<file path="config.mk">
export PLATFORM = sky130hd
export DESIGN_NAME = multicycle_control_unit_flat
export DESIGN_NICKNAME = d
export VERILOG_FILES = /design/src/rtl/multicycle_control_unit_if.sv /design/src/rtl/multicycle_control_unit.sv /design/src/flat_wrapper.sv
export SDC_FILE = /design/constraint.sdc
export NUM_CORES = 1
export LEC_CHECK = 0
export ABC_AREA = 1
export CAP_MARGIN = 30
export CORE_UTILIZATION = 43
export CTS_BUF_LIST = sky130_fd_sc_hd__clkbuf_4 sky130_fd_sc_hd__clkbuf_8 sky130_fd_sc_hd__clkbuf_16
export DETAILED_ROUTE_END_ITERATION = 8
export PLACE_DENSITY = 0.73
export SYNTH_ARGS = -nofsm -noshare
export SYNTH_HDL_FRONTEND = slang
export SYNTH_SLANG_ARGS = --single-unit
</file>
<file path="constraint.sdc">
create_clock -name clk -period 1.2 [get_ports clk]
set_input_delay 0.24 -clock clk [delete_from_list [all_inputs] [get_ports clk]]
set_output_delay 0.24 -clock clk [all_outputs]
set_load 0.005 [all_outputs]
</file>
<file path="src/rtl/multicycle_control_unit_if.sv">
// Instruction/data memory request-acknowledge bundle for the multi-cycle control unit.
// The control unit drives the requests through the master modport.
interface multicycle_control_unit_if;
  logic imem_req;
  logic imem_ack;
  logic dmem_req;
  logic dmem_we;
  logic dmem_ack;

  modport master (output imem_req, output dmem_req, output dmem_we,
                  input  imem_ack, input  dmem_ack);
  modport slave  (input  imem_req, input  dmem_req, input  dmem_we,
                  output imem_ack, output dmem_ack);
endinterface

</file>
<file path="src/rtl/multicycle_control_unit.sv">
// Multi-cycle RV32I control FSM (FETCH/DECODE/EXEC/MEM/WB/TRAP) with memory handshakes and bus timeout.
// Optional M-extension decode and multi-cycle EXEC are enabled by defining MULDIV_EN.
module multicycle_control_unit #(
  parameter int TIMEOUT = 16,
  parameter int CNT_W   = 5
) (
  input  logic        clk,
  input  logic        rst_n,
  input  logic [4:0]  op,
  input  logic [2:0]  func3,
  input  logic        func7,
  input  logic        func7_0,
  input  logic        zero,
  input  logic        res0,
  input  logic        mul_done,
  multicycle_control_unit_if.master bus,
  output logic        irwr,
  output logic        pcwr,
  output logic        regwr,
  output logic [3:0]  aluctr,
  output logic [1:0]  alubsrc,
  output logic [2:0]  extop,
  output logic        aluasrc,
  output logic        nxtbsrc,
  output logic [2:0]  memop,
  output logic [2:0]  state,
  output logic        trap
);

  localparam logic [4:0] OP_LUI    = 5'b01101;
  localparam logic [4:0] OP_AUIPC  = 5'b00101;
  localparam logic [4:0] OP_IMM    = 5'b00100;
  localparam logic [4:0] OP_REG    = 5'b01100;
  localparam logic [4:0] OP_JAL    = 5'b11011;
  localparam logic [4:0] OP_JALR   = 5'b11001;
  localparam logic [4:0] OP_BRANCH = 5'b11000;
  localparam logic [4:0] OP_LOAD   = 5'b00000;
  localparam logic [4:0] OP_STORE  = 5'b01000;

  typedef enum logic [2:0] {
    S_FETCH  = 3'd0,
    S_DECODE = 3'd1,
    S_EXEC   = 3'd2,
    S_MEM    = 3'd3,
    S_WB     = 3'd4,
    S_TRAP   = 3'd5
  } state_t;

  state_t           state_r;
  logic [CNT_W-1:0] cnt_r;
  logic             imem_req_r, dmem_req_r, dmem_we_r, pcwr_r, regwr_r, nxtbsrc_r, trap_r;
  logic [4:0]       op_r;
  logic [2:0]       func3_r;
  logic             func7_r;
  logic             legal_s, is_mem_s, is_store_s, is_branch_s, cnt_last_s, exec_done_s, taken_s;
  logic [3:0]       aluctr_s;
  logic [1:0]       alubsrc_s;
  logic [2:0]       extop_s, memop_s;

  assign legal_s     = (op == OP_LUI) || (op == OP_AUIPC) || (op == OP_IMM) || (op == OP_REG) ||
                       (op == OP_JAL) || (op == OP_JALR) || (op == OP_BRANCH) ||
                       (op == OP_LOAD) || (op == OP_STORE);
  assign is_store_s  = (op_r == OP_STORE);
  assign is_mem_s    = (op_r == OP_LOAD) || is_store_s;
  assign is_branch_s = (op_r == OP_BRANCH);
  assign cnt_last_s  = (cnt_r == CNT_W'(TIMEOUT - 1));

`ifdef MULDIV_EN
  logic func7_0_r;
  assign exec_done_s = !((op_r == OP_REG) && func7_0_r) || mul_done;
`else
  logic unused_s;
  assign unused_s    = ^{func7_0, mul_done};
  assign exec_done_s = 1'b1;
`endif

  // Branch/jump outcome evaluated from the ALU flags during EXEC.
  always_comb begin
    taken_s = 1'b0;
    case (op_r)
      OP_JAL, OP_JALR: taken_s = 1'b1;
      OP_BRANCH: begin
        case (func3_r)
          3'b000:         taken_s = zero;
          3'b001:         taken_s = !zero;
          3'b100, 3'b110: taken_s = res0;
          3'b101, 3'b111: taken_s = zero | !res0;
          default:        taken_s = 1'b1;
        endcase
      end
      default: taken_s = 1'b0;
    endcase
  end

  // Datapath control decode from the fields latched in DECODE.
  always_comb begin
    aluctr_s  = 4'b1111;
    alubsrc_s = 2'd3;
    extop_s   = 3'd0;
    aluasrc_s_blk: begin end
    aluasrc   = 1'b0;
    case (op_r)
      OP_LUI:    begin aluctr_s = 4'b1111; alubsrc_s = 2'd1; extop_s = 3'd1; end
      OP_AUIPC:  begin aluctr_s = 4'b0000; alubsrc_s = 2'd1; extop_s = 3'd1; aluasrc = 1'b1; end
      OP_IMM:    begin aluctr_s = {func7_r & (func3_r == 3'b101), func3_r}; alubsrc_s = 2'd1; end
      OP_REG: begin
        alubsrc_s = 2'd0;
`ifdef MULDIV_EN
        if (func7_0_r) begin
          aluctr_s = {1'b1, func3_r};
        end else begin
          aluctr_s = {func7_r & ((func3_r == 3'b101) || (func3_r == 3'b000)), func3_r};
        end
`else
        aluctr_s = {func7_r & ((func3_r == 3'b101) || (func3_r == 3'b000)), func3_r};
`endif
      end
      OP_JAL:    begin aluctr_s = 4'b0000; alubsrc_s = 2'd2; extop_s = 3'd4; aluasrc = 1'b1; end
      OP_JALR:   begin aluctr_s = 4'b0000; alubsrc_s = 2'd2; extop_s = 3'd0; aluasrc = 1'b1; end
      OP_BRANCH: begin aluctr_s = func3_r[1] ? 4'b0011 : 4'b0010; alubsrc_s = 2'd0; extop_s = 3'd3; end
      OP_LOAD:   begin aluctr_s = 4'b0000; alubsrc_s = 2'd1; extop_s = 3'd0; end
      OP_STORE:  begin aluctr_s = 4'b0000; alubsrc_s = 2'd1; extop_s = 3'd2; end
      default:   begin aluctr_s = 4'b1111; alubsrc_s = 2'd3; extop_s = 3'd0; end
    endcase
  end

  // Access size/sign; anything outside LB/LH/LW/LBU/LHU is flagged as 3'b111.
  always_comb begin
    memop_s = 3'b111;
    case (func3_r)
      3'b000, 3'b001, 3'b010, 3'b100, 3'b101: memop_s = func3_r;
      default:                                memop_s = 3'b111;
    endcase
  end

  // Sequencer: state, wait counter, latched fields and all registered strobes.
  always_ff @(posedge clk or negedge rst_n) begin
    if (!rst_n) begin
      state_r    <= S_FETCH;
      cnt_r      <= {CNT_W{1'b0}};
      imem_req_r <= 1'b0;
      dmem_req_r <= 1'b0;
      dmem_we_r  <= 1'b0;
      pcwr_r     <= 1'b0;
      regwr_r    <= 1'b0;
      nxtbsrc_r  <= 1'b0;
      trap_r     <= 1'b0;
      op_r       <= 5'b00000;
      func3_r    <= 3'b000;
      func7_r    <= 1'b0;
`ifdef MULDIV_EN
      func7_0_r  <= 1'b0;
`endif
    end else begin
      imem_req_r <= 1'b0;
      dmem_req_r <= 1'b0;
      dmem_we_r  <= 1'b0;
      pcwr_r     <= 1'b0;
      regwr_r    <= 1'b0;
      case (state_r)
        S_FETCH: begin
          // The request only goes out one cycle after reset release, so acks before it are ignored.
          if (imem_req_r && bus.imem_ack) begin
            state_r <= S_DECODE;
            cnt_r   <= {CNT_W{1'b0}};
          end else if (imem_req_r && cnt_last_s) begin
            state_r <= S_TRAP;
            trap_r  <= 1'b1;
            cnt_r   <= {CNT_W{1'b0}};
          end else if (imem_req_r) begin
            cnt_r      <= cnt_r + CNT_W'(1);
            imem_req_r <= 1'b1;
          end else begin
            imem_req_r <= 1'b1;
          end
        end
        S_DECODE: begin
          op_r    <= op;
          func3_r <= func3;
          func7_r <= func7;
`ifdef MULDIV_EN
          func7_0_r <= func7_0;
`endif
          if (legal_s) begin
            state_r <= S_EXEC;
          end else begin
            state_r <= S_TRAP;
            trap_r  <= 1'b1;
          end
        end
        S_EXEC: begin
          if (exec_done_s) begin
            nxtbsrc_r <= taken_s;
            cnt_r     <= {CNT_W{1'b0}};
            if (is_mem_s) begin
              state_r    <= S_MEM;
              dmem_req_r <= 1'b1;
              dmem_we_r  <= is_store_s;
            end else begin
              state_r <= S_WB;
              pcwr_r  <= 1'b1;
              regwr_r <= !is_branch_s;
            end
          end else if (cnt_last_s) begin
            state_r <= S_TRAP;
            trap_r  <= 1'b1;
            cnt_r   <= {CNT_W{1'b0}};
          end else begin
            cnt_r <= cnt_r + CNT_W'(1);
          end
        end
        S_MEM: begin
          if (bus.dmem_ack) begin
            state_r <= S_WB;
            cnt_r   <= {CNT_W{1'b0}};
            pcwr_r  <= 1'b1;
            regwr_r <= !is_store_s;
          end else if (cnt_last_s) begin
            state_r <= S_TRAP;
            trap_r  <= 1'b1;
            cnt_r   <= {CNT_W{1'b0}};
          end else begin
            cnt_r      <= cnt_r + CNT_W'(1);
            dmem_req_r <= 1'b1;
            dmem_we_r  <= dmem_we_r;
          end
        end
        S_WB: begin
          state_r    <= S_FETCH;
          cnt_r      <= {CNT_W{1'b0}};
          imem_req_r <= 1'b1;
        end
        S_TRAP: begin
          state_r <= S_TRAP;
        end
        default: begin
          state_r <= S_TRAP;
          trap_r  <= 1'b1;
        end
      endcase
    end
  end

  assign bus.imem_req = imem_req_r;
  assign bus.dmem_req = dmem_req_r;
  assign bus.dmem_we  = dmem_we_r;
  // IR must load in the very cycle the fetched word is on the bus.
  assign irwr    = imem_req_r & bus.imem_ack;
  assign pcwr    = pcwr_r;
  assign regwr   = regwr_r;
  assign aluctr  = aluctr_s;
  assign alubsrc = alubsrc_s;
  assign extop   = extop_s;
  assign nxtbsrc = nxtbsrc_r;
  assign memop   = memop_s;
  assign state   = state_r;
  assign trap    = trap_r;

endmodule

</file>
<file path="src/flat_wrapper.sv">
// flat-port wrapper written by rule: the top's interface ports become plain ports
module multicycle_control_unit_flat 
#(
  parameter int TIMEOUT = 16,
  parameter int CNT_W   = 5
)
  (clk, rst_n, op, func3, func7, func7_0, zero, res0, mul_done, irwr, pcwr, regwr, aluctr, alubsrc, extop, aluasrc, nxtbsrc, memop, state, trap, bus_imem_req, bus_dmem_req, bus_dmem_we, bus_imem_ack, bus_dmem_ack);
  multicycle_control_unit_if bus_i ();
  input  logic clk;
  input  logic rst_n;
  input  logic [4:0] op;
  input  logic [2:0] func3;
  input  logic func7;
  input  logic func7_0;
  input  logic zero;
  input  logic res0;
  input  logic mul_done;
  output logic irwr;
  output logic pcwr;
  output logic regwr;
  output logic [3:0] aluctr;
  output logic [1:0] alubsrc;
  output logic [2:0] extop;
  output logic aluasrc;
  output logic nxtbsrc;
  output logic [2:0] memop;
  output logic [2:0] state;
  output logic trap;
  output wire logic [$bits(bus_i.imem_req)-1:0] bus_imem_req;
  output wire logic [$bits(bus_i.dmem_req)-1:0] bus_dmem_req;
  output wire logic [$bits(bus_i.dmem_we)-1:0] bus_dmem_we;
  input wire logic [$bits(bus_i.imem_ack)-1:0] bus_imem_ack;
  input wire logic [$bits(bus_i.dmem_ack)-1:0] bus_dmem_ack;
  assign bus_imem_req = bus_i.imem_req;
  assign bus_dmem_req = bus_i.dmem_req;
  assign bus_dmem_we = bus_i.dmem_we;
  assign bus_i.imem_ack = bus_imem_ack;
  assign bus_i.dmem_ack = bus_dmem_ack;
  multicycle_control_unit #(.TIMEOUT(TIMEOUT), .CNT_W(CNT_W)) u_core (.clk(clk), .rst_n(rst_n), .op(op), .func3(func3), .func7(func7), .func7_0(func7_0), .zero(zero), .res0(res0), .mul_done(mul_done), .bus(bus_i), .irwr(irwr), .pcwr(pcwr), .regwr(regwr), .aluctr(aluctr), .alubsrc(alubsrc), .extop(extop), .aluasrc(aluasrc), .nxtbsrc(nxtbsrc), .memop(memop), .state(state), .trap(trap));
endmodule
</file>
# Word-level counts from Yosys, hierarchy flattened
# Cells that the tools add are included.
[totals] reg_bits=24 elab_cells=133
[op_classes] add_sub_neg=1 eq_ne=36 muxes=44 bitwise_logic=5 reduce_logical=35
[ops] cell="5-bit by 4-bit equality test with 1-bit output (second input constant)" count=7
[ops] cell="5-bit equality test (second input constant)" count=6
[ops] cell="5-bit 2-to-1 mux" count=5
[ops] cell="3-bit 2-to-1 mux" count=7
[ops] cell="5-bit by 3-bit equality test with 1-bit output (second input constant)" count=4
[ops] cell="1-bit 2-to-1 mux" count=19
[ops] cell="3-bit equality test (second input constant)" count=6
[ops] cell="4-bit one-hot mux with 4 select lines" count=1
[ops] cell="3-bit one-hot mux with 5 select lines" count=1
[ops] cell="5-bit one-hot mux with 3 select lines" count=1
[ops] cell="5-bit OR reduction" count=3
[ops] cell="1-bit one-hot mux with 2 select lines" count=6
[ops] cell="3-bit one-hot mux with 4 select lines" count=1
[ops] cell="2-bit OR reduction" count=6
[ops] cell="5-bit logical NOT" count=2
[ops] cell="1-bit logical OR" count=10
[ops] cell="3-bit by 2-bit equality test with 1-bit output (second input constant)" count=3
[ops] cell="1-bit one-hot mux with 4 select lines" count=2
[ops] cell="3-bit by 1-bit equality test with 1-bit output (second input constant)" count=2
[ops] cell="3-bit logical NOT" count=2
[ops] cell="2-bit != test (second input constant)" count=3
[ops] cell="2-bit one-hot mux with 3 select lines" count=1
[ops] cell="6-bit AND reduction" count=1
[ops] cell="3-bit OR reduction" count=2
[ops] cell="12 further kinds" count=20

# Longest topological paths before layout
[depth] depth_word=11 depth_mapped=9 mapped_depth_nobuf=9

# Worst setup path after synthesis
# Ideal clock, no wire load.
[synth_path] path_kind="register to output" from="register u_core.op_r[3]" to="output alubsrc[0]" arrival_ps=1076 required_time_ps=960 path_slack_ps=-116 stages_incl_launch_ff=10 path_cell_list="dfrtp_1 -> inv_2 -> nor2_1 -> nand2_1 -> inv_1 -> nand2_2 -> nand2_1 -> nor2_1 -> nand2_1 -> nand3_1"
[synth_between] elab_chain_cells=3 elab_cells_between_ends=13 classes_between="8 x eq/ne; 1 x mux; 4 x reduce/logical"
[synth_lines] element="from (decl)" line_no="multicycle_control_unit.sv:52" rtl="logic [4:0] op_r;"
[synth_lines] element="from (signal assigned)" line_no="multicycle_control_unit.sv:178" rtl="op_r <= op;"
[synth_lines] element="5-bit by 4-bit equality test with 1-bit output (tied with other cells)" line_no="multicycle_control_unit.sv:102" rtl="case (op_r)"
[synth_lines] element="5-bit OR reduction (no source line) or 2-bit OR reduction (tied branches)"
[synth_lines] element="2-bit one-hot mux with 3 select lines (*)" line_no="multicycle_control_unit.sv:102"
[synth_lines] element="to (decl)" line_no="flat_wrapper.sv:22" rtl="output logic [1:0] alubsrc;"
# Mark *: on every way between the ends. The rest lies on a longest branch, timed or not.

# Final worst setup path
[layout_path] from="register u_core.op_r[1]" to="output alubsrc[0]"
# The elaborated chain is that of the path after synthesis.

==> qor.txt <==
R2R setup slack: -0.62 ns
Total Power: 1.38 mW
via density per instance: 6.06
initial antenna violation count: 0
RD Place Congestion: 0.817
met1 usage: 41.1%
Mapped Avg Cell Area: 7.05 um2
Clock Sinks: 24
crit-path most repeated cell: nand2_4
number of synthesized flops with an enable pin: 0
die width: 60.1 um
# nets final: 351
max_slew headroom: 80.0%
H-tree Lvls: 1
Tcrit/Tclk final: 171%
violated checks: negative setup slack
area share of the largest cell type after synthesis: 41.4%
Core Area: 0.00313 mm2
CP Max Fanout: 3
Post-synth ARST share: 100%
Max VDD drop: 0.798 mV
Routed WL: 8080 um
DIE AREA: 0.00361 mm2
clock buffer depth: 2
crit path from: u_core.op_r[1]
Core Rows: 20
antenna fix cells: 0
Cell variety after synth: 26
P_leak: 1.46 nW
total global routing track utilization: 35.0%
Worst Hold Class: input pin to asynchronous set/reset pin
first-pass GRT wire length: 9140 um
register area share after synthesis: 41.4%
commonest cells in the netlist: nand2_1 (65), inv_1 (27), dfrtp_1 (24)
Die Height: 60.1 um
TritonRoute pass-1 iters: 6
via count: 2280
power per cell area: 476 mW/mm2
Fin. Hold Viols: 0
cts-stage hold buffer count: 0
Reg area: 602 um2
CP required: 0.96 ns
Worst Tran Pin Value: 0.297 ns
Crit Path Class: register to output port
Crit path arrival time: 1.81 ns
status: finished with violations
unrepaired setup endpoints after global routing: yes
Syn Inst Count: 206
Post-Synthesis Cell Area: 0.00145 mm2
# setup viols final: 41
post-route setup slack: -0.853 ns
port bufs: 38
DR WL/cell: 21.5 um
gr busiest metal: met2
cell family with most CP delay: simple AND/OR/NAND/NOR gates
vias in the first global route: 1911
crit end category: output port
R2R Path Start: u_core.op_r[1]
clock network latency to the later pin of the worst-skew pair: 0.34 ns
DRC Markers: 0
proportion of layout cells with a drive suffix above 1: 57.2%
Worst-path clk slew: 0.14 ns
Layout Skew: 0.00789 ns
I/O pin count: 41
largest net degree at the start of global routing: 25
leading area contributor after synthesis: dfrtp_1
Syn-to-layout area delta: 99.6%
slowest CP cell: dfrtp_1
fmax: 0.487 GHz
HPWL Detailed: 3010 um
final core utilization: 92.6%
fill count: 104
Yosys reg bits: 24
grt ovf: 0
max cap viols: 0
crit-path cells: nor2_2 -> buf_6 -> nand2_4 -> inv_4 -> nand2_4 -> nand2_2 -> nor2_4 -> nand2_1 -> nand3_1 -> buf_2
Area contributors post-synth: dfrtp_1 (41%), nand2_1 (17%), inv_1 (7.0%)
met2 usage: 60.2%
DRT antenna net count: 0
DRT iter0 DRCs: 264
area occupied by multi-input gates: 991 um2
Root Driver: clkbuf_4
CP startpoint kind: register
met3 global-route usage: 8.23%
Area after DPL: 0.00230 mm2
initial core utilization: 46.4%
Top FF cell, synth: dfrtp_1
CP peak stage delay: 0.46 ns
count leader, synth: nand2_1
Inserted Clock Buffers: 3
WP buf/inv: 3
Synth Net Count: 224
fin crit period: 2.05 ns
Synthesis Warnings: 0
cell area after layout: 0.00290 mm2
Pins Over Slew Limit: 0
CTS tree: built
[report_power, final]
part	switching [mW]	internal [mW]
combinational	0.0540	0.0604
sequential	0	0.809
clock	0.269	0.187
total	0.323	1.06
[layout by cell type, fill, tap and decap left out, types with 10 or more instances in the layout]
| master | n |
|---|---|
| buf_4 | 60 |
| nand2_1 | 45 |
| buf_6 | 30 |
| dfrtp_1 | 23 |
| inv_1 | 18 |
| nand2_2 | 17 |
| clkdlybuf4s50_1 | 14 |
| nor2_4 | 12 |
| nand3_1 | 10 |
| o21ai_1 | 10 |
[per-stage QoR]
stage                     setup TNS [ns]  hold slack [ns]  cells  setup WS (ns)
final                             -15.04            0.236    376         -0.853
after global placement             -7.37            0.472    336         -0.531
after detailed placement           -8.02            0.468    336         -0.585
after global routing              -16.48            0.240    376         -0.875
after CTS                          -7.24            0.258    368         -0.583
after floorplan                   -0.136          -0.0556    206        -0.0401
[repair_timing]
| item | CTS | global route |
|---|---|---|
| cloned | 2 | 0 |
| setup endpoints to repair | 47 | 47 |
| resized for setup | 152 | 54 |
| setup buffers | 32 | 9 |
| pin swaps | 33 | 28 |
[path summary, 6_finish.rpt]
check / end / cells past startpoint
setup reg to reg: u_core.bus.dmem_we / 8
setup / recovery: alubsrc[0] / 10
min in group clk: u_core.func3_r[1] / 3
hold reg to reg: u_core.trap / 1
hold / removal: u_core.bus.imem_req / 2
max in group asynchronous: u_core.op_r[4] / 2
[flip-flops by register name, indices dropped and copies added (netlist names)]
name	flops
u_core.bus.dmem_req	1
u_core.bus.dmem_we	1
u_core.bus.imem_req	1
u_core.cnt_r	5
u_core.func3_r	3
u_core.func7_r	1
u_core.nxtbsrc	1
u_core.op_r	5
u_core.pcwr	1
u_core.regwr	1
u_core.state	3
u_core.trap	1
[layer usage]
| layer | part of all wire (%) | wire (um) | vias up |
|---|---|---|---|
| met2 | 48 | 3880 | 213 |
| met4 | 8.2 | 661 | 0 |
| li1 | - | - | 922 |
| met3 | 9.5 | 770 | 87 |
| met5 | 0 | 0 | - |
| met1 | 34 | 2770 | 1058 |
[area by class of cell]
type	instances	share of cell area, %
clock buffers	4	1.25
multi-input cells	149	34.2
inverters	32	5.10
repair buffers	123	36.8
flip-flops and latches	24	20.8
well taps	44	1.90
[cells by family (layout without fill, tap and decap cells)]
group	Yosys count	in the layout	share of synthesized area, %
mux	1	1	0.776
flops	24	24	41.4
simple gates	117	118	37.2
fa+ha+maj	1	1	0.862
compound gates	29	29	10.9
buf+inv	34	159	8.88
Power figures use the tool's default switching activity.
